<file path="src/rtl/alu_useq.sv">
// alu_useq: micro-sequencer issuing ALU rs/ws select codes for one operation
module alu_useq #(
  parameter int EXEC_CYCLES = 1
) (
  input  logic       clk,
  input  logic       rst,
  input  logic       cmd_valid,
  output logic       cmd_ready,
  input  logic [1:0] cmd_nops,
  input  logic       cmd_wres,
  input  logic       cmd_wflg,
  input  logic       hold,
  output logic [1:0] rs,
  output logic [1:0] ws,
  output logic       busy,
  output logic       done
);
  typedef enum logic [2:0] {IDLE, LOAD, EXEC, WRES, WFLG, DONE} state_t;
  localparam logic [3:0] LAST = 4'(EXEC_CYCLES - 1);
  state_t     state_q, state_d;
  logic [1:0] idx_q, idx_d, nops_q, nops_d;
  logic [3:0] cnt_q, cnt_d;
  logic       wres_q, wres_d, wflg_q, wflg_d;
  // outputs decode the registered state; hold masks bus selects, reset masks everything
  assign cmd_ready = ~rst & (state_q == IDLE);
  assign busy      = ~rst & (state_q != IDLE);
  assign done      = ~rst & (state_q == DONE);
  assign rs        = (rst | hold | state_q != LOAD) ? 2'b00 : idx_q;
  assign ws        = (rst | hold) ? 2'b00 : state_q == WRES ? 2'b01 : state_q == WFLG ? 2'b10 : 2'b00;
  // next-state: bus steps advance only without hold, EXEC counts regardless
  always_comb begin
    state_d = state_q;
    idx_d   = idx_q;
    cnt_d   = cnt_q;
    nops_d  = nops_q;
    wres_d  = wres_q;
    wflg_d  = wflg_q;
    case (state_q)
      IDLE: if (cmd_valid) begin
        nops_d  = cmd_nops;
        wres_d  = cmd_wres;
        wflg_d  = cmd_wflg;
        idx_d   = 2'd1;
        state_d = cmd_nops != 2'd0 ? LOAD : EXEC;
      end
      LOAD: if (!hold) begin
        if (idx_q == nops_q) state_d = EXEC;
        else idx_d = idx_q + 2'd1;
      end
      EXEC: if (cnt_q == LAST) begin
        cnt_d   = 4'd0;
        state_d = wres_q ? WRES : wflg_q ? WFLG : DONE;
      end else cnt_d = cnt_q + 4'd1;
      WRES: if (!hold) state_d = wflg_q ? WFLG : DONE;
      WFLG: if (!hold) state_d = DONE;
      default: state_d = IDLE;
    endcase
  end
  // state register with synchronous reset that drops any command in flight
  always_ff @(posedge clk) begin
    if (rst) begin
      state_q <= IDLE;
      idx_q   <= 2'd0;
      cnt_q   <= 4'd0;
      nops_q  <= 2'd0;
      wres_q  <= 1'b0;
      wflg_q  <= 1'b0;
    end else begin
      state_q <= state_d;
      idx_q   <= idx_d;
      cnt_q   <= cnt_d;
      nops_q  <= nops_d;
      wres_q  <= wres_d;
      wflg_q  <= wflg_d;
    end
  end
endmodule

</file>
<file path="config.mk">
export PLATFORM = sky130hd
export DESIGN_NAME = alu_useq
export DESIGN_NICKNAME = d
export VERILOG_FILES = /design/src/rtl/alu_useq.sv
export SDC_FILE = /design/constraint.sdc
export NUM_CORES = 1
export LEC_CHECK = 0
export CAP_MARGIN = 25
export CORE_UTILIZATION = 35
export CTS_CLUSTER_DIAMETER = 150
export DETAILED_ROUTE_END_ITERATION = 6
export SLEW_MARGIN = 10
export SYNTH_ARGS = -nofsm -noshare
export SYNTH_HDL_FRONTEND = slang
export SYNTH_SLANG_ARGS = --single-unit
</file>
<file path="constraint.sdc">
create_clock -name clk -period 4.93 [get_ports clk]
set_input_delay 0.986 -clock clk [delete_from_list [all_inputs] [get_ports clk]]
set_output_delay 0.986 -clock clk [all_outputs]
set_load 0.05 [all_outputs]
</file>
==> impl_metrics.tcl <==
set metrics [dict create \
    ios 15 \
    area_delta_synth_final_pct 20.9 \
    r2r_end "state_q[1]" \
    period_minus_slack_ps 3850 \
    postCtsSetupRepairBufs 0 \
    worst_slew_pin_slew_ps 547 \
    worst-setup-path-type "in -> out" \
    p_per_area_nw_per_um2 397 \
    portBuffers 14 \
    cts.clk_slew.worst_paths_ps 80 \
    h-tree-depth 1 \
    first_pass_iters 4 \
    synth.area.top_cells "dfxtp_1 (32%), nor2_1 (7.9%), mux2i_1 (6.2%)" \
    clk_latency_ps 280 \
    totalWireLength_mm 1.64 \
    fin_worst_skew_ps 2.40 \
    grt_first_pass_wirelength_mm 2.72 \
    die_h_um 49.9 \
    ir_drop_mv 0.254 \
    worstSetupStartpoint "rst" \
    ant_nets 0 \
    grt_usage_pct 14.4 \
    min_path_cells 2 \
    cp_max_fo 9 \
    timing.rr.start "state_q[0]" \
    syn-num-nets 103 \
    synth_warnings 0 \
    setup_violations 0 \
    n_antenna_cell 0 \
    drc 0 \
    place_area_sq_um 945 \
    power_w 0.000385 \
    gp_congestion 0.786 \
    numCtsBuffers 3 \
    syn_avg_cell_area_sq_um 8.64 \
    dp_hpwl_mm 1.20 \
    drive_gt1_share_pct 12.0 \
    async_reset_ff_share_pct 0 \
    die_x_um 49.9 \
    vias 700 \
    final.setup.tns_ps 0 \
    rrSetupSlack_ps 2890 \
    yosys_most_used_dff "dfxtp_1" \
    syn_area_sq_um 803 \
    root_buffer "clkbuf_4" \
    grt-ovfl-total 0 \
    worstPathArrival_ps 2870 \
    nNetsFinal 119 \
    final.period_utilization_pct 78.2 \
    cap_violations 0 \
    fmax_mhz 260 \
    status "complete, no violations" \
    hold_end "cnt_q[2]" \
    cp-end-kind "primary output" \
    syn_inst 93 \
    crit_path_start_kind "input pin" \
    yosysTopAreaCell "dfxtp_1" \
    cts.repair.resized 0 \
    grt_pass1_vias 613 \
    min_from "cnt_q[2]" \
    drt_iter0_markers 15 \
    ff2ff_path_depth 4 \
    slew_headroom_pct 63.4 \
    finalHoldViolations 0 \
    start_util_pct 39.0 \
    synth-edff-count 0 \
    antenna_found_initial 0 \
    holdCritPathClass "reg -> reg" \
    core_sq_um 2060 \
    rsz0062_at_grt "false" \
    die_area_sq_um 2490 \
    final_area_sq_um 971 \
    ctsHoldBuffers 0 \
    ys_seq_elements 13 \
    seq_area_frac_synth_pct 32.4 \
    vias_per_cell 5.19 \
    clock_sinks 13 \
    num_rows 16 \
    synth.distinct_cells 38 \
    drv_slew 0 \
    yosys.area.top_type_share_pct 32.4 \
    grt_max_degree 16 \
    cts.path.max_buffers 2 \
    cp_data_required_time_ps 3940 \
    cts_tree "built" \
    power_leakage_nw 0.390 \
    routedWlPerCell_um 12.1 \
]
-- per-stage QoR --
step                      hold slack (ps)  utilization (%)  instances  setup WS (ps)
final                                 494             47.1        135           1080
after CTS                             497             47.1        135           1060
after global routing                  533             47.1        135            985
after detailed placement              486             45.8        131           1080
after floorplan                       454                -         93           1530
after global placement                476             45.8        131           1040
-- power by group --
part / switching (W) / internal [W]
logic: 0.0000873 / 0.0000778
registers: 0.0000304 / 0.000122
clock network: 0.0000359 / 0.0000314
-- critical path: stages --
cell and delay (ps):
clkdlybuf4s50_1 580, nand2b_1 250, nor3b_1 210, clkdlybuf4s50_1 830
-- sequential cells by signal, summed over array words and instances (netlist names) --
name / cells
cnt_q: 4
state_q: 3
idx_q: 2
nops_q: 2
wflg_q: 1
wres_q: 1
-- cells in the final DEF, fill, tap and decap left out, types with 3 or more instances in the layout --
cell | Yosys | layout
a21oi_1 | 3 | 3
and3_1 | 4 | 4
clkbuf_4 | 0 | 3
clkdlybuf4s50_1 | 0 | 14
dfxtp_1 | 13 | 13
inv_1 | 5 | 5
mux2i_1 | 5 | 5
nand2_1 | 3 | 3
nor2_1 | 17 | 17
nor3_1 | 5 | 5
-- Yosys cell counts (2+ instances only) --
| master | number |
|---|---|
| a21oi_1 | 3 |
| and3_1 | 4 |
| buf_6 | 2 |
| dfxtp_1 | 13 |
| ha_1 | 2 |
| inv_1 | 5 |
| mux2i_1 | 5 |
| nand2_1 | 3 |
| nand2b_1 | 2 |
| nand4_1 | 2 |
| nor2_1 | 17 |
| nor3_1 | 5 |
| nor3b_1 | 2 |
| o21ai_0 | 2 |
| or2b_2 | 2 |
| xor2_1 | 2 |
-- cells by family (layout without fill, tap and decap cells) --
| group | after synthesis | after routing | synth area share, % |
|---|---|---|---|
| simple gates | 45 | 45 | 31.3 |
| compound gates | 14 | 14 | 13.1 |
| flops | 13 | 13 | 32.4 |
| buf+inv | 9 | 24 | 7.32 |
| mux | 7 | 7 | 9.50 |
| xor+xnor | 3 | 3 | 3.27 |
| fa+ha+maj | 2 | 2 | 3.11 |
-- worst max path at each step --
stage	to	slack, ps	cells past startpoint
2_1_floorplan	done	1530	3
3_3_place_gp	done	1040	4
3_5_place_dp	done	1080	4
4_1_cts	done	1060	4
5_1_grt	done	980	4
6_report	done	1080	4
-- routing by layer --
metal | vias up | share of wire [%] | global-route usage [%]
li1 | 354 | - | -
met1 | 326 | 54 | 19.5
met2 | 16 | 40 | 21.4
met3 | 4 | 3.3 | 2.78
met4 | 0 | 2.4 | 7.14
met5 | - | 0 | 0
-- cell type report --
cell class                 instances  area, sq um
fill                             208         1090
multi-input combinational         71          484
sequential                        13          260
timing repair buffer              15          148
tap                               27         33.8
clock buffer                       4         26.3
inverter                           5         18.8
(Power assumes the default switching activity.)
